### src/rtl/md_pkg.sv
`default_nettype none
// ============================================================================
// Module      : md_pkg
// Description : Shared ALU opcode encodings, divider state type and a
//               helper that recognises the four divide/remainder opcodes.
// Revision    : 1.0 - initial release
// ============================================================================
package md_pkg;

  localparam int ALU_OP_W = 5;
  typedef logic [ALU_OP_W-1:0] alu_op_t;

  localparam alu_op_t ALU_ADD    = 5'b00000;
  localparam alu_op_t ALU_SUB    = 5'b00001;
  localparam alu_op_t ALU_SLL    = 5'b00010;
  localparam alu_op_t ALU_SLT    = 5'b00011;
  localparam alu_op_t ALU_SLTU   = 5'b00100;
  localparam alu_op_t ALU_XOR    = 5'b00101;
  localparam alu_op_t ALU_SRL    = 5'b00110;
  localparam alu_op_t ALU_SRA    = 5'b00111;
  localparam alu_op_t ALU_OR     = 5'b01000;
  localparam alu_op_t ALU_AND    = 5'b01001;
  localparam alu_op_t ALU_MUL    = 5'b01010;
  localparam alu_op_t ALU_MULH   = 5'b01011;
  localparam alu_op_t ALU_MULHSU = 5'b01100;
  localparam alu_op_t ALU_DIVU   = 5'b01101;
  localparam alu_op_t ALU_DIVS   = 5'b01110;
  localparam alu_op_t ALU_REMU   = 5'b01111;
  localparam alu_op_t ALU_REMS   = 5'b10000;
  localparam alu_op_t ALU_MULHU  = 5'b10001;
  localparam alu_op_t ALU_PASSB  = 5'b10010;

  typedef enum logic [1:0] {
    IDLE = 2'd0,
    RUN  = 2'd1,
    FIX  = 2'd2,
    DONE = 2'd3
  } div_state_t;

  function automatic logic is_div_op(alu_op_t op);
    return (op == ALU_DIVU) || (op == ALU_DIVS) ||
           (op == ALU_REMU) || (op == ALU_REMS);
  endfunction

endpackage
`default_nettype wire

### src/rtl/md_div_unit_if.sv
`default_nettype none
// ============================================================================
// Module      : md_div_unit_if
// Description : Request/response handshake bundle of the iterative divider.
//               master = pipeline side, slave = divider side.
// Revision    : 1.0 - initial release
// ============================================================================
interface md_div_unit_if #(
  parameter int XLEN = 32,
  parameter int OP_W = 5
);
  logic            in_valid;
  logic            in_ready;
  logic [OP_W-1:0] alu_op;
  logic [XLEN-1:0] a;
  logic [XLEN-1:0] b;
  logic            out_valid;
  logic            out_ready;
  logic [XLEN-1:0] result;

  modport master (
    output in_valid, alu_op, a, b, out_ready,
    input  in_ready, out_valid, result
  );

  modport slave (
    input  in_valid, alu_op, a, b, out_ready,
    output in_ready, out_valid, result
  );
endinterface
`default_nettype wire

### src/rtl/div_sign_fix.sv
`default_nettype none
// ============================================================================
// Module      : div_sign_fix
// Description : Conditional two's-complement negate. Used as |x| on the
//               operands (i_neg = sign bit) and as sign restore on results.
// Revision    : 1.0 - initial release
// ============================================================================
module div_sign_fix #(
  parameter int XLEN = 32
) (
  input  wire logic [XLEN-1:0] i_val,
  input  wire logic            i_neg,
  output logic      [XLEN-1:0] o_val
);

  assign o_val = i_neg ? (~i_val + XLEN'(1)) : i_val;

endmodule
`default_nettype wire

### src/rtl/md_div_unit.sv
`default_nettype none
// ============================================================================
// Module      : md_div_unit
// Description : Iterative radix-2 restoring divider for divu/divs/remu/rems.
//               Normal ops take XLEN+1 edges from accept to out_valid;
//               divide-by-zero, signed overflow, non-divide opcodes and
//               (optionally) cache hits take 1 edge.
//               Optional macro DIV_RESULT_CACHE_EN adds a one-entry result
//               cache keyed on (a, b, signedness).
// Revision    : 1.0 - initial release
// ============================================================================
module md_div_unit
  import md_pkg::*;
#(
  parameter int XLEN = 32,
  parameter int OP_W = 5
) (
  input  wire logic   clk,
  input  wire logic   rst,
  input  wire logic   kill_i,
  md_div_unit_if.slave s_if
);

  localparam int              CW     = $clog2(XLEN + 1);
  localparam logic [XLEN-1:0] c_xmin = {1'b1, {(XLEN-1){1'b0}}};

  div_state_t r_state, w_next;

  logic [CW-1:0]   r_cnt;
  logic [XLEN-1:0] r_rem;       // partial remainder (always < divisor)
  logic [XLEN-1:0] r_quo;       // dividend shifting out, quotient shifting in
  logic [XLEN-1:0] r_div;       // |divisor|
  logic            r_neg_q;
  logic            r_neg_r;
  logic            r_want_rem;
  logic            r_special;
  logic [XLEN-1:0] r_spec_res;
  logic [XLEN-1:0] r_result;

  logic [OP_W-1:0] w_op;
  logic [XLEN-1:0] w_a;
  logic [XLEN-1:0] w_b;
  logic            w_accept;
  logic            w_is_div;
  logic            w_signed;
  logic            w_want_rem;
  logic            w_b_zero;
  logic            w_ovf;
  logic            w_hit;
  logic            w_special;
  logic [XLEN-1:0] w_spec_res;
  logic [XLEN-1:0] w_a_abs;
  logic [XLEN-1:0] w_b_abs;
  logic [XLEN-1:0] w_q_fix;
  logic [XLEN-1:0] w_r_fix;
  logic [XLEN:0]   w_shift;
  logic [XLEN:0]   w_trial;
  logic            w_qbit;

  assign w_op       = s_if.alu_op;
  assign w_a        = s_if.a;
  assign w_b        = s_if.b;
  assign w_accept   = s_if.in_valid & (r_state == IDLE) & ~kill_i;
  assign w_is_div   = is_div_op(5'(w_op));
  assign w_signed   = (w_op == OP_W'(ALU_DIVS)) | (w_op == OP_W'(ALU_REMS));
  assign w_want_rem = (w_op == OP_W'(ALU_REMU)) | (w_op == OP_W'(ALU_REMS));
  assign w_b_zero   = (w_b == '0);
  assign w_ovf      = w_signed & (w_a == c_xmin) & (w_b == '1);
  assign w_special  = ~w_is_div | w_b_zero | w_ovf | w_hit;

  // One restoring step on the XLEN+1-bit shifted remainder
  assign w_shift = {r_rem, r_quo[XLEN-1]};
  assign w_trial = w_shift - {1'b0, r_div};
  assign w_qbit  = ~w_trial[XLEN];

  div_sign_fix #(.XLEN(XLEN)) u_abs_a (
    .i_val (w_a),
    .i_neg (w_signed & w_a[XLEN-1]),
    .o_val (w_a_abs)
  );

  div_sign_fix #(.XLEN(XLEN)) u_abs_b (
    .i_val (w_b),
    .i_neg (w_signed & w_b[XLEN-1]),
    .o_val (w_b_abs)
  );

  div_sign_fix #(.XLEN(XLEN)) u_fix_q (
    .i_val (r_quo),
    .i_neg (r_neg_q),
    .o_val (w_q_fix)
  );

  div_sign_fix #(.XLEN(XLEN)) u_fix_r (
    .i_val (r_rem),
    .i_neg (r_neg_r),
    .o_val (w_r_fix)
  );

`ifdef DIV_RESULT_CACHE_EN
  logic            r_c_valid;
  logic [XLEN-1:0] r_c_a;
  logic [XLEN-1:0] r_c_b;
  logic            r_c_signed;
  logic [XLEN-1:0] r_c_q;
  logic [XLEN-1:0] r_c_r;
  logic [XLEN-1:0] r_a_raw;
  logic [XLEN-1:0] r_b_raw;
  logic            r_signed;

  assign w_hit = r_c_valid & w_is_div & (w_a == r_c_a) & (w_b == r_c_b) &
                 (w_signed == r_c_signed);

  // Cache entry: filled when a normal op finishes, dropped on reset/kill
  always_ff @(posedge clk) begin
    if (!rst) begin
      r_c_valid  <= 1'b0;
      r_c_a      <= '0;
      r_c_b      <= '0;
      r_c_signed <= 1'b0;
      r_c_q      <= '0;
      r_c_r      <= '0;
      r_a_raw    <= '0;
      r_b_raw    <= '0;
      r_signed   <= 1'b0;
    end else if (kill_i) begin
      r_c_valid <= 1'b0;
    end else begin
      if (w_accept) begin
        r_a_raw  <= w_a;
        r_b_raw  <= w_b;
        r_signed <= w_signed;
      end
      if ((r_state == FIX) && !r_special) begin
        r_c_valid  <= 1'b1;
        r_c_a      <= r_a_raw;
        r_c_b      <= r_b_raw;
        r_c_signed <= r_signed;
        r_c_q      <= w_q_fix;
        r_c_r      <= w_r_fix;
      end
    end
  end
`else
  assign w_hit = 1'b0;
`endif

  // Short-path result: RISC-V corner cases, non-divide opcodes, cache hits
  always_comb begin
    w_spec_res = '0;
    if (!w_is_div) begin
      w_spec_res = '0;
    end else if (w_b_zero) begin
      w_spec_res = w_want_rem ? w_a : '1;
    end else if (w_ovf) begin
      w_spec_res = w_want_rem ? '0 : c_xmin;
`ifdef DIV_RESULT_CACHE_EN
    end else if (w_hit) begin
      w_spec_res = w_want_rem ? r_c_r : r_c_q;
`endif
    end
  end

  // State register
  always_ff @(posedge clk) begin
    if (!rst) r_state <= IDLE;
    else      r_state <= w_next;
  end

  // Next-state logic; kill overrides every transition
  always_comb begin
    w_next = r_state;
    case (r_state)
      IDLE: if (w_accept) w_next = w_special ? FIX : RUN;
      RUN:  if (r_cnt == CW'(1)) w_next = FIX;
      FIX:  w_next = DONE;
      DONE: if (s_if.out_ready) w_next = IDLE;
      default: w_next = IDLE;
    endcase
    if (kill_i) w_next = IDLE;
  end

  // Datapath: operand capture, iteration and result registration
  always_ff @(posedge clk) begin
    if (!rst) begin
      r_cnt      <= '0;
      r_rem      <= '0;
      r_quo      <= '0;
      r_div      <= '0;
      r_neg_q    <= 1'b0;
      r_neg_r    <= 1'b0;
      r_want_rem <= 1'b0;
      r_special  <= 1'b0;
      r_spec_res <= '0;
      r_result   <= '0;
    end else if (kill_i) begin
      r_cnt <= '0;
    end else begin
      case (r_state)
        IDLE: begin
          if (w_accept) begin
            r_quo      <= w_a_abs;
            r_div      <= w_b_abs;
            r_rem      <= '0;
            r_cnt      <= w_special ? '0 : CW'(XLEN);
            r_neg_q    <= w_signed & (w_a[XLEN-1] ^ w_b[XLEN-1]);
            r_neg_r    <= w_signed & w_a[XLEN-1];
            r_want_rem <= w_want_rem;
            r_special  <= w_special;
            r_spec_res <= w_spec_res;
          end
        end
        RUN: begin
          r_rem <= w_qbit ? w_trial[XLEN-1:0] : w_shift[XLEN-1:0];
          r_quo <= {r_quo[XLEN-2:0], w_qbit};
          r_cnt <= r_cnt - CW'(1);
        end
        FIX: begin
          r_result <= r_special  ? r_spec_res :
                      r_want_rem ? w_r_fix    : w_q_fix;
        end
        default: ;
      endcase
    end
  end

  assign s_if.in_ready  = (r_state == IDLE);
  assign s_if.out_valid = (r_state == DONE);
  assign s_if.result    = r_result;

endmodule
`default_nettype wire

### src/flat_wrapper.sv
// flat-port wrapper written by rule: the top's interface ports become plain ports
module md_div_unit_flat import md_pkg::*;
#(
  parameter int XLEN = 32,
  parameter int OP_W = 5
)
  (clk, rst, kill_i, s_if_in_valid, s_if_alu_op, s_if_a, s_if_b, s_if_out_ready, s_if_in_ready, s_if_out_valid, s_if_result);
  md_div_unit_if #(.XLEN(XLEN), .OP_W(OP_W)) s_if_i ();
  input  wire logic clk;
  input  wire logic rst;
  input  wire logic kill_i;
  input wire logic [$bits(s_if_i.in_valid)-1:0] s_if_in_valid;
  input wire logic [$bits(s_if_i.alu_op)-1:0] s_if_alu_op;
  input wire logic [$bits(s_if_i.a)-1:0] s_if_a;
  input wire logic [$bits(s_if_i.b)-1:0] s_if_b;
  input wire logic [$bits(s_if_i.out_ready)-1:0] s_if_out_ready;
  output wire logic [$bits(s_if_i.in_ready)-1:0] s_if_in_ready;
  output wire logic [$bits(s_if_i.out_valid)-1:0] s_if_out_valid;
  output wire logic [$bits(s_if_i.result)-1:0] s_if_result;
  assign s_if_i.in_valid = s_if_in_valid;
  assign s_if_i.alu_op = s_if_alu_op;
  assign s_if_i.a = s_if_a;
  assign s_if_i.b = s_if_b;
  assign s_if_i.out_ready = s_if_out_ready;
  assign s_if_in_ready = s_if_i.in_ready;
  assign s_if_out_valid = s_if_i.out_valid;
  assign s_if_result = s_if_i.result;
  md_div_unit #(.XLEN(XLEN), .OP_W(OP_W)) u_core (.clk(clk), .rst(rst), .kill_i(kill_i), .s_if(s_if_i));
endmodule
### config.mk
export PLATFORM = sky130hd
export DESIGN_NAME = md_div_unit_flat
export DESIGN_NICKNAME = d
export VERILOG_FILES = /design/src/rtl/md_pkg.sv /design/src/rtl/md_div_unit_if.sv /design/src/rtl/div_sign_fix.sv /design/src/rtl/md_div_unit.sv /design/src/flat_wrapper.sv
export SDC_FILE = /design/constraint.sdc
export NUM_CORES = 1
export LEC_CHECK = 0
export ABC_CLOCK_PERIOD_IN_PS = 5700
export CAP_MARGIN = 20
export CORE_MARGIN = 10
export CORE_UTILIZATION = 45
export DETAILED_ROUTE_END_ITERATION = 10
export HOLD_SLACK_MARGIN = 0.12
export SLEW_MARGIN = 0
export SYNTH_ARGS = -nofsm -noshare
export SYNTH_HDL_FRONTEND = slang
export SYNTH_SLANG_ARGS = --single-unit
export TNS_END_PERCENT = 1
### constraint.sdc
create_clock -name clk -period 5.7 [get_ports clk]
set_input_delay 0.57 -clock clk [delete_from_list [all_inputs] [get_ports clk]]
set_output_delay 0.57 -clock clk [all_outputs]
set_load 0.01 [all_outputs]
# Word-level counts from Yosys, hierarchy flattened
# Cells that the tools add are included.
# Widths: inputs -> output; s select.
[word_totals]
register_bits = 172
latch_bits = 0
ramBits = 0
romBits = 0
inputBits = 74
output_inout_bits = 34
elab_cells = 86
memories = 0
[op_classes]
add_sub_neg = 6
mul = 0
div_mod_pow = 0
n_lt_le_gt_ge = 0
n_eq_ne = 13
shift = 0
n_mux = 24
bitwise_logic = 20
n_reduce_logical = 12
[op_table]
columns = ["cell", "count"]
rows = [
  ["$mux 32", 14],
  ["$add 32x1->32 const B", 4],
  ["$not 32->32", 4],
  ["$pmux 32 s2", 2],
  ["$eq 32x32->1 const B", 2],
  ["$sub 33x32->33", 1],
  ["$logic_not 32->1", 1],
  ["$eq 5x4->1 const B", 3],
  ["$mux 6", 2],
  ["$pmux 6 s2", 1],
  ["$reduce_and 3->1", 3],
  ["$mux 2", 4],
  ["$pmux 2 s4", 1],
  ["$and 1x1->1", 7],
  ["$eq 6x1->1 const B", 1],
  ["$sub 6x1->6 const B", 1],
  ["$eq 5x5->1 const B", 1],
  ["$eq 2x2->1 const B", 2],
  ["$ne 2x1->1 const B", 2],
  ["$not 1->1", 4],
  ["$or 1x1->1", 4],
  ["$reduce_and 2->1", 2],
  ["$logic_or 1x1->1", 3],
  ["$eq 2x1->1 const B", 1],
  ["5 further kinds", 5],
]

# Depth between registers and ports, before layout
# Gate-level depths: netlist (run 1).
[depth]
ltp_word = 10
mapped_depth = 13
depth_no_buf = 11

# Hierarchy
# Synthesis (run 1) repeated with hierarchy kept, for this count alone.
[unflattened]
cells_unflattened = 1597
hier_area_um2 = 12777.3
[by_module_without_submodules]
columns = ["module", "instances", "cells_each", "area_per_inst_um2"]
rows = [
  ["md_div_unit", 1, 1201, 9669.3],
  ["div_sign_fix", 4, 99, 777.0],
]

# Least setup slack after synthesis (run 1)
# Ideal clock, no wire load.
[synth_path]
kind = "flip-flop to flip-flop"
startpoint = "register u_core.r_quo[31]"
endpoint = "register u_core.r_rem[15]"
setup_time_ns = 0.128
arrival_time_ns = 2.780
t_required_ns = 5.572
path_slack_ns = 2.792
path_stages_with_launch = 14
path_buffers = 2
path_cell_list = "dfxtp_1 > inv_1 > ha_1 > fa_1 > nor2b_1 > o211ai_1 > a311oi_1 > o211ai_1 > nor2b_4 > o311ai_4 > buf_6 > buf_6 > mux2i_1 > o21ai_0"
[synth_between]
elab_chain_cells = 3
[synth_lines]
columns = ["item", "line_no", "rtl"]
rows = [
  ["start: declaration", "md_div_unit.sv:31", "logic [XLEN-1:0] r_quo;"],
  ["start signal: assignment", "md_div_unit.sv:202", "r_quo <= w_a_abs;"],
  ["start signal: assignment", "md_div_unit.sv:215", "r_quo <= {r_quo[XLEN-2:0], w_qbit};"],
  ["$sub 33x32->33", "md_div_unit.sv:73", "assign w_trial = w_shift - {1'b0, r_div};"],
  ["$mux 32", "md_div_unit.sv:214", "r_rem <= w_qbit ? w_trial[XLEN-1:0] : w_shift[XLEN-1:0];"],
  ["$pmux 32 s2", "md_div_unit.sv:199", "case (r_state)"],
  ["end signal: assignment", "md_div_unit.sv:214", ""],
  ["end: declaration", "md_div_unit.sv:30", "logic [XLEN-1:0] r_rem;"],
]
# Every way passes these cells.
# A chain may end at the register's enable or synchronous reset.

# Worst setup path in the final report (run 1)
[layout_path]
startpoint = "register u_core.r_quo[31]"
endpoint = "register u_core.r_rem[24]"
# Same word-level chain as after synthesis.

==> results of run 1 <==
cells by family (layout without fill, tap and decap cells):
family	count (synthesis)	after routing	synth area share, %
AO/OA/AOI/OAI	515	515	26.69
XOR/XNOR	141	141	10.13
adder cells (fa/ha/maj)	44	44	4.579
buffers and inverters	157	211	5.154
flip-flops	172	172	28.25
multiplexers	36	36	2.967
other	0	1	0
AND/OR/NAND/NOR	567	567	22.22
registers in the layout, indices dropped and copies added (netlist names):
register            count
u_core.r_cnt            6
u_core.r_neg_r          1
u_core.r_rem           32
u_core.r_quo           32
u_core.r_spec_res      32
u_core.r_neg_q          1
u_core.r_div           32
u_core.r_want_rem       1
u_core.r_special        1
u_core.r_state          2
u_core.s_if.result     32
layer usage:
metal / vias up / GRT usage (%)
met3: 43 / 2.934
met5: - / 0
met4: 0 / 6.686
met2: 359 / 35.22
met1: 5591 / 31.15
li1: 5935 / -
worst register-to-register path: stages, from the launching register on:
cell      delay, ps
dfxtp_1         310
inv_1            80
ha_1            220
fa_1            410
nor2b_1         170
o211ai_1        170
a311oi_1        610
o211ai_1        250
nor2b_4         210
o311ai_4        260
buf_4           510
o21ai_0         200
a31o_2          230
per-stage QoR:
step	util [%]	hold slack, ps	worst slack (ps)	power, mW
5_1_grt	52.42	476.2	1672	3.285
2_1_floorplan	-	426.8	2792	1.718
4_1_cts	52.35	454.5	1991	3.152
3_5_place_dp	50.04	443.3	1918	1.942
6_report	52.43	449.9	1960	3.147
3_3_place_gp	50.04	437.9	1959	1.937
layout make-up:
type / count / area, um^2 / area share [%]
inverters: 55 / 207.7 / 1.478
repair buffers: 124 / 1211 / 8.619
flip-flops and latches: 172 / 3446 / 24.52
clock inverters: 14 / 178.9 / 1.273
diodes: 1 / 2.502 / 0.01781
multi-input cells: 1303 / 8140 / 57.93
clock buffers: 18 / 439.2 / 3.125
well taps: 341 / 426.7 / 3.036
placed cells by master, fill, tap and decap left out, types with 9 or more instances in the layout:
cell type and n:
nand2_1 231, dfxtp_1 170, o21ai_0 161, a21oi_1 152
nor2_1 123, clkdlybuf4s50_1 107, xnor2_1 72, xor2_1 69
a211oi_1 55, inv_1 54, ha_1 42, mux2i_1 35
nor3_1 33, or3_1 32, nand3_1 30, o31ai_1 23
o211ai_1 18, nand2b_1 17, o41ai_1 17, clkbuf_16 17
buf_4 16, nand4_1 14, or4_1 13, nor2b_1 10
o21a_1 10, or2_2 9, a21o_1 9
path summary, 6_finish.rpt:
kind / cells past startpoint / slack, ps / end
setup reg to reg: 12 / 1960 / u_core.r_rem[24]
hold reg to reg: 2 / 450 / u_core.r_spec_res[28]
setup / recovery: 12 / 1960 / u_core.r_rem[24]
hold / removal: 2 / 450 / u_core.r_spec_res[28]
power breakdown:
group | switching, mW | internal [mW] | total [mW]
clock network | 0.581 | 0.641 | 1.22
logic | 0.390 | 0.257 | 0.647
registers | 0.0380 | 1.24 | 1.28
total | 1.01 | 2.14 | 3.15
==> results.md, run 1 <==
Outcome:
- The flow ran to the end, and the final reports show no timing, DRC or antenna violations.

Critical path:
- For the worst setup path, the data required time is roughly 6000 ps.
- For this run, the slowest stage of the critical path takes 610 ps.
- At the worst endpoint, the arrival time is between 4000 and 5000 ps.
- Traced cell by cell, the critical path runs through inv_1 -> ha_1 -> fa_1 -> nor2b_1 -> o211ai_1 -> a311oi_1 -> o211ai_1 -> nor2b_4 -> o311ai_4 -> buf_4 -> o21ai_0 -> a31o_2.
- The kind of capture point of the worst setup path is a register.
- The count of buffering cells on the critical path with inverters included is 2.
- By instance count, the cell type seen most on the critical path is o211ai_1.
- The worst setup path is of the register to register kind.
- Broken down by cell family, the worst path's largest delay share belongs to compound AO/OA/AOI/OAI gates.
- The slowest library cell on the worst path is a311oi_1.
- The startpoint class of the critical path is a register.
- The worst reg2reg path startpoint is u_core.r_quo[31].
- The launching element of the worst setup path is u_core.r_quo[31].
- The highest fanout seen on the critical path is 38.

Power:
- For this design the static power due to leakage is 4.944 nW.
- The total power divided by cell area is 224.0 nW/um^2.
- The worst-case IR drop observed on VDD is 0.1796 mV.

STA:
- Setup violations remaining at the end of the flow were counted as 0.
- The clock skew is 21.99 ps.
- The total negative setup slack is 0 ps.
- The transition time at the pin with the least slew margin is 1057 ps.
- The final-report hold violation count is 0.
- The time the final worst path needs with I/O delays and setup is 3740 ps.
- The fmax is approximately 270 MHz.
- Setup repair after global routing left no endpoint under its margin.
- The number of pins exceeding their max-slew limit in the final report came to 0.
- Headroom to the max-slew limit came out at 29.29%.
- The final worst-path cycle share is between 60% and 70%.

Placement:
- The area after detailed placement is between 10000 and 15000 um^2.
- The post-DP HPWL is 28850 um.
- The congestion estimate from routability-driven global placement came to 0.9308.
- Input and output buffers added on the ports amount to 107.
- The number of cells in the design after placement is 1994.

Finish:
- The synthesis-to-finish area growth is 15.31%.
- After the last flow step, the layout net total stands at 1791.
- Once layout is complete, the cells apart from fillers number 2028.
- The layout has 2703 filler cells.
- The post-route netlist has 5.931% of its cells at a drive strength greater than 1.
- The summed area of non-filler cells in the final layout is ~14000 um^2.

CTS:
- TritonCTS created 17 clock buffers.
- The later pin in the worst-skew pair is clocked with a latency of 450 ps.
- Buffers inserted to repair hold after CTS numbered 0.
- The cell at the root of the clock tree is clkbuf_16.
- The post-cts repair resize count is 0.
- No sink is reached through more buffers than the 2 on the longest clock path.
- After clock tree synthesis, the setup repair step added 0 buffers.
- The TritonCTS clock tree is yes.
- The H-tree was split into 4 levels.
- The clock sink total is around 170.
- After clock tree synthesis, the clock-pin slew on the worst setup and hold paths is 80 ps.

Routing:
- Once detail routing completed, the nets flagged for antenna violations numbered 0.
- In the routed design, unresolved DRC markers number 0.
- The first TritonRoute pass finished after 5 iterations.
- The starting DRC count in detailed routing is 999.
- For this block, the routed nets add up to 39060 um of wire.
- The met1 wire length is 18470 um.
- The average wire length per cell after detail routing is ~19 um.
- The routed length on met2 is 17620 um.
- The detailed router placed 11930 vias in this run.
- The routed length on met3 is 2211 um.
- Dividing the detail-routed via count by the number of cells gives 5.882.
- The highest metal layer carrying signal wires in the routed design is met4.

Synthesis:
- Counting flops with an async set or reset pin after synthesis yields a share of 0%.
- The number of warnings reported in the yosys synthesis log is 0.
- The distinct cell type count of the synthesized netlist is a little over 80.
- Synthesis handed over a netlist of approximately 1600 instances.
- Summed over its instances, the top area cell type makes up 28.25% of the synthesized netlist area.
- Counting every net in the synthesized netlist gives 1750.
- Yosys mapped a number of flops with a built-in enable equal to 0.
- The most common cell in the synthesized netlist is nand2_1.
- The synthesized design contains roughly 170 register bits.
- The mean post-synth cell area is 7.467 um^2.
- The proportion of synthesized chip area in sequential cells is between 20% and 30%.
- After synthesis, the most frequently instantiated cells are nand2_1 (231), dfxtp_1 (172), o21ai_0 (161).
- The netlist area before placement is 12190 um^2.
- Sorting the synthesized cells by area gives the leading types as dfxtp_1 (28%), nand2_1 (7.1%), o21ai_0 (6.6%).
- For this run, the leading register cell type out of synthesis is dfxtp_1.
- The synthesized design spends more area on one cell type than any other, namely dfxtp_1.

Hold path:
- The startpoint identified for the worst hold timing path is u_core.r_spec_res[28].
- The path class of the tightest hold or removal check is register to register.

GRT:
- Entering global routing, the biggest net connects 68 pins.
- The aggregate global routing overflow is 0.
- The first-pass GRT wire length is 61190 um.
- The number of global-route vias before repair is 11070.
- The number of antenna violations at the first check in global routing is 1.
- The overall global routing resource usage is 22.43%.

Floorplanning:
- The cell row count is 60.
- The die height is 184.6 um.
- The die outline width is 184.6 um.
- The effective utilization at floorplan is 45.47%.
- The die covers ~34000 um^2.
- The number of top-level design ports is 108.
- The region available for standard cell placement spans 26800 um^2.

Job:
- The number of max-cap violations is 0.
(Power assumes the default switching activity.)
==> run 2, diff against run 1 <==
ABC_CLOCK_PERIOD_IN_PS = 3500   (was 5700)
clock period = 3.5 ns   (was 5.7 ns; I/O delays follow)
==> results.md, run 2 (same netlist as run 1, synthesis figures left out) <==
Routing:
- The routed length on met3 is 2074 um.
- The first detailed-routing pass ran for 5 iterations.
- The residual antenna-violating net count after detailed routing is 0.
- Detailed routing inserted a total of 11820 vias.
- The highest routing layer actually used is met4.
- The starting DRC count in detailed routing is 988.
- The total detailed-routing wirelength is 38070 um.
- The remaining design rule violation count is 0.
- The average wire length per cell after detail routing is about 19 um.
- The met1 wire length is 18160 um.
- The post-detailed-route via-to-cell ratio is 5.756.
- The routed length on met2 is approximately 17000 um.

Floorplanning:
- The die area is approximately 34000 um^2.
- The floorplan core area is 26800 um^2.
- The number of top-level design ports is 108.
- The die is 184.6 um wide.
- Once the floorplan was initialized, standard cells occupied between 40% and 50% of the core.
- The die height is 184.6 um.
- The initialized floorplan defines 60 standard-cell rows.

CTS:
- The cell at the root of the clock tree is clkbuf_16.
- For the worst-skew pair, the clock arrives at the later sink with an insertion delay of 440 ps.
- The post-CTS setup buffer count is 0.
- TritonCTS created 17 clock buffers.
- Clock-pin slew was measured on the worst setup and hold paths at 80 ps.
- The number of hold buffers added after CTS was 0.
- TritonCTS built the clock tree.
- The clock sink total is between 150 and 200.
- In this run, post-CTS repair resized a total of 0 instances.
- The maximum clock path buffer count is 2.
- The number of levels in the clock H-tree is 4.

Critical path:
- STA puts the critical path data arrival time at between 3000 and 4000 ps.
- The critical path's most frequent cell is o211ai_1.
- The count of buffering cells on the critical path with inverters included is 3.
- On the critical path the largest part of the delay comes from compound AO/OA/AOI/OAI gates.
- The highest fanout seen on the critical path is 38.
- The critical path goes through inv_1 -> fa_1 -> nor2b_1 -> o211ai_1 -> a311oi_1 -> buf_4 -> o211ai_1 -> nor2b_4 -> o311ai_4 -> buf_12 -> o21ai_0 -> a31o_2.
- The critical setup path kind is register to register.
- The required time at the worst-slack endpoint is 3830 ps.
- The worst setup path is captured at a register.
- The startpoint class of the critical path is a register.
- The maximum single-stage delay on the critical path is around 440 ps.
- The slowest library cell on the worst path is dfxtp_1.

STA:
- Setup violations remaining at the end of the flow were counted as 0.
- The clock skew is slightly below 20 ps.
- The final worst-path cycle share is 93.52%.
- The fmax is 305.5 MHz.
- Setup repair after global routing left no endpoint under its margin.
- For the final routed database, the setup TNS stands at 0 ps.
- The worst slew margin relative to its limit is 44.39%.
- The number of pins exceeding their max-slew limit in the final report was 0.
- For the pin with the worst max-slew slack, the measured transition is 834.1 ps.
- The final-report hold violation count is 0.
- The time the final worst path needs with I/O delays and setup is 3273 ps.

Finish:
- The synthesis-to-finish area growth is 16.87%.
- After the last flow step, the layout net total stands at 1817.
- The final cell count without fillers is 2053.
- The post-route netlist has 7.360% of its cells at a drive strength greater than 1.
- The library cells used most frequently in the layout, excluding fill and tap cells, are nand2_1 (231), dfxtp_1 (170), o21ai_0 (161), a21oi_1 (152), nor2_1 (123).
- The combined flip-flop and latch cell area is 3446 um^2.
- The footprint of the multi-input gates is 8135 um^2.
- The number of antenna repair diodes is 0.
- The library cell used most frequently in the layout, excluding fill and tap cells, is nand2_1.
- The final design utilization is a little over half.
- The count of fill cells added during filler insertion is 2651.

Outcome:
- The flow ran to the end, and the final reports show no timing, DRC or antenna violations.

Power:
- The total power divided by cell area is approximately 360 nW/um^2.
- The analysis attributes to cell leakage a power of between 5 and 6 nW.
- The final total power is 5.086 mW.
- IR analysis of the VDD net gives a maximum drop of approximately 0.40 mV.

GRT:
- Across every metal layer, demand over resource in global routing totals a little over a fifth.
- The number of antenna violations at the first check in global routing is 0.
- The first-pass GRT wire length is 60020 um.
- Entering global routing, the biggest net connects 68 pins.
- The number of global-route vias before repair is 11110.
- The aggregate global routing overflow is 0.

Hold path:
- The class of the most critical hold timing path is register to register.

Placement:
- The count of buffers inserted at the top-level ports is between 100 and 150.
- The number of cells in the design after placement is a little over 2000.
- Routability-driven placement finished with a final weighted congestion of 0.9323.
- The post-DP HPWL is approximately 30000 um.

Job:
- Max-cap violations in this run came to 0.
==> run 2: final timing paths <==
check,startpoint,end,cells after the start,slack (ps)
worst max-delay path,u_core.r_rem[0],u_core.r_rem[24],12,230
worst max register to register,u_core.r_rem[0],u_core.r_rem[24],12,230
worst min register to register,u_core.s_if.result[17],u_core.s_if.result[17],2,450
worst min-delay path,u_core.s_if.result[17],u_core.s_if.result[17],2,450
==> run 2: report_power, final <==
group | switching (mW) | total (mW) | internal [mW]
combinational | 0.624 | 1.06 | 0.435
clock | 0.968 | 1.93 | 0.965
sequential | 0.0742 | 2.09 | 2.02
==> run 2: area by class of cell <==
cell class	instances	share of cell area (%)
clock buffer	17	2.987
sequential	172	24.19
inverter	55	1.458
timing repair buffer	150	10.05
multi-input combinational	1303	57.12
clock inverter	15	1.195
tap	341	2.996
==> run 2: through the flow <==
| step | setup slack [ps] | instance area [um^2] | hold WS, ps |
|---|---|---|---|
| 6_report | 226.7 | 14240 | 450.3 |
| 3_5_place_dp | 244.8 | 13650 | 441.9 |
| 2_1_floorplan | 591.6 | 12190 | 426.8 |
| 4_1_cts | 275.4 | 14240 | 453.9 |
| 3_3_place_gp | 283.6 | 13650 | 439.4 |
| 5_1_grt | 46.52 | 14240 | 469.7 |
==> run 2: worst reg2reg max path: stages (launching register included) <==
cell and delay [ps]:
dfxtp_1 440, inv_1 120, fa_1 440, nor2b_1 190, o211ai_1 180, a311oi_1 300, buf_4 180, o211ai_1 170
nor2b_4 210, o311ai_4 300, buf_12 280, o21ai_0 160, a31o_2 220
==> run 2: routing by layer <==
metal	GRT usage, %	up-vias
li1	-	5980
met4	6.359	0
met5	0	-
met2	34.00	288
met3	4.056	39
met1	30.20	5510
==> run 3, diff against run 2 <==
ABC_CLOCK_PERIOD_IN_PS = 2900   (was 3500)
PLACE_DENSITY = 0.77   (was default)
clock period = 2.9 ns   (was 3.5 ns; I/O delays follow)
==> results.md, run 3 (same netlist as run 1, synthesis figures left out) <==
CTS:
- After clock tree synthesis, the flow added hold-fix buffers numbering 0.
- For this design, the sink count on the clock tree is 172.
- The number of levels in the clock H-tree is 4.
- The number of clock buffers added by TritonCTS is 17.
- The clock passes through at most 2 buffers.
- The later pin in the worst-skew pair is clocked with a latency of between 400 and 500 ps.
- Clock-pin slew was measured on the worst setup and hold paths at about 70 ps.
- The root buffer cell chosen for the clock tree is clkbuf_16.
- The TritonCTS clock tree is yes.

Finish:
- The number of nets in the finished design is between 1500 and 2000.
- Compared with the post-synthesis result, the final layout area differs by 26.27%.
- The count of fill cells added during filler insertion is 2408.
- Leaving out fill and tap cells, the most frequent cell in the layout is nand2_1.
- The final cell count without fillers is 2189.
- Leaving out fill and tap cells, the most frequent cells in the layout are nand2_1 (231), buf_4 (170), dfxtp_1 (170), o21ai_0 (160), a21oi_1 (150).
- 0 antenna diodes ended up in the layout.
- The post-route netlist has 14.66% of its cells at a drive strength greater than 1.

Routing:
- The first-pass iteration count of the detailed router is 6.
- The number of vias in the routed layout is 12910.
- After detailed routing, the average wire length per cell comes to approximately 18 um.
- In the routed design, unresolved DRC markers number 0.
- In this run the remaining antenna-violating nets after routing total 0.
- The post-detailed-route via-to-cell ratio is between 5 and 6.
- The starting DRC count in detailed routing is 1182.
- The final layout contains routed wiring with a total length of 39960 um.

STA:
- Setup repair after global routing could not meet its margin everywhere.
- The worst path uses 101.4% of the clock period.
- The total of endpoints with negative setup slack in the final report is 17.
- The final-report hold violation count is 0.
- Headroom to the max-slew limit came out at between 50% and 60%.
- The worst path in the final design needs a cycle of 2940 ps, including I/O delays and setup.
- Across all hold checks on the routed design, the worst slack comes to 451.1 ps.
- Based on the critical path, the design can be clocked at up to 340.2 MHz.
- The final worst-path setup slack is -39.53 ps.
- The transition time at the pin with the least slew margin is roughly 660 ps.
- The number of pins exceeding their max-slew limit in the final report was 0.
- The clock skew is 13.74 ps.

Floorplanning:
- The die is 184.6 um wide.
- 108 I/O pins were placed.
- The effective utilization at floorplan is a little under half.
- The die area is about 34000 um^2.
- The floorplan core area is 26800 um^2.
- Row generation in the floorplan step produced 60 rows.
- The die height is about 180 um.

GRT:
- In the global route stage, overall resource usage came out at 22.88%.
- The first-pass GRT wire length is roughly 63000 um.
- The aggregate global routing overflow is 0.
- Entering global routing, the biggest net connects 122 pins.
- The number of antenna violations at the first check in global routing is 0.
- The number of global-route vias before repair was 12280.

Outcome:
- The flow ran to the end, but the final reports show violations.
- The checks that failed: negative setup slack.

Placement:
- The number of cells in the design after placement is about 2100.
- The weighted congestion reported at the end of routability-driven placement is around 0.94.
- After legalization and detailed placement, the total HPWL measured 29850 um.
- Input and output buffers added on the ports amount to 107.

Job:
- Across the run, the number of max-cap violations was 0.

Critical path:
- The required time at the worst-slack endpoint is approximately 3200 ps.
- At the worst endpoint, the arrival time is 3250 ps.
- The critical setup path kind is register to register.
- STA classifies the critical path startpoint as a register.
- Along the worst path, the maximum fanout reaches 13.
- The kind of capture point of the worst setup path is a register.

Power:
- VDD sags by at most 0.3082 mV.
- The total power divided by cell area is 412.2 nW/um^2.
- The leakage power of the design is 5.782 nW.

Hold path:
- The min-delay analysis places its worst path in the category register to register.
## run 3: cell types whose count changed in the layout (fill, tap and decap cells not counted), moves of 2 or more
| cell | delta |
|---|---|
| a21oi_2 | +2 |
| a21oi_1 | -2 |
| clkinv_8 | -2 |
| buf_4 | +130 |
| inv_8 | +2 |
| clkinvlp_4 | +2 |
| ha_1 | -2 |
| buf_12 | +3 |
| buf_6 | +2 |
| inv_6 | -3 |
## run 3: routing by layer
layer  share of wire, %  global-route usage (%)  vias up  routed length (um)
met4                2.8                   7.866        0                1106
li1                   -                       -     6246                   -
met3                7.9                   3.977       84                3170
met5                  0                       0        -                   0
met2                 46                   37.32      529               18540
met1                 43                   29.67     6048               17150
## run 3: final timing paths
path / start / end / slack (ps) / cells after the start
setup / recovery: u_core.r_quo[31] / u_core.r_rem[11] / -40 / 13
hold / removal: u_core.s_if.result[7] / u_core.s_if.result[7] / 450 / 2
setup reg to reg: u_core.r_quo[31] / u_core.r_rem[11] / -40 / 13
hold reg to reg: u_core.s_if.result[7] / u_core.s_if.result[7] / 450 / 2
## run 3: power breakdown
group | switching, mW | total [mW] | internal, mW
clock | 1.13 | 2.38 | 1.25
sequential | 0.0682 | 2.51 | 2.44
combinational | 0.824 | 1.46 | 0.639
total | 2.02 | 6.34 | 4.32
## run 3: critical path, stage by stage (launching register included)
cell,delay [ps]
dfxtp_1,310
inv_1,50
ha_2,180
fa_2,350
nor2b_1,160
o211ai_1,190
a311oi_2,300
o211ai_1,160
nor2b_4,170
o311ai_4,330
buf_6,180
buf_16,150
mux2i_1,180
o21ai_0,90
## run 3: timing repair
action | in CTS | in global routing
pin swaps | 4 | 4
buffers inserted | 10 | 7
cloned | 1 | 0
gates resized for setup | 6 | 9
setup endpoints to repair | 31 | 42
## run 3: final cells by class
class / instances / area (um^2) / area share (%)
Clock buffer: 19 / 442.9 / 2.878
Clock inverter: 13 / 153.9 / 1.000
Inverter: 55 / 207.7 / 1.350
Multi-Input combinational cell: 1303 / 8194 / 53.25
Sequential cell: 172 / 3446 / 22.39
Tap cell: 341 / 426.7 / 2.773
Timing Repair Buffer: 286 / 2517 / 16.36
## run 3: through the flow
stage                     util (%)  TNS, ps  cell area (um^2)  setup slack, ps  power [mW]
after floorplan                  -        0             12190            78.89       3.378
after global placement       54.38   -718.1             14570           -146.2       3.910
after detailed placement     54.38    -3345             14570           -204.2       3.932
after CTS                    57.05        0             15290            2.166       6.301
after global routing         57.42    -4995             15390           -202.4       6.588
final                        57.42   -440.1             15390           -39.53       6.343
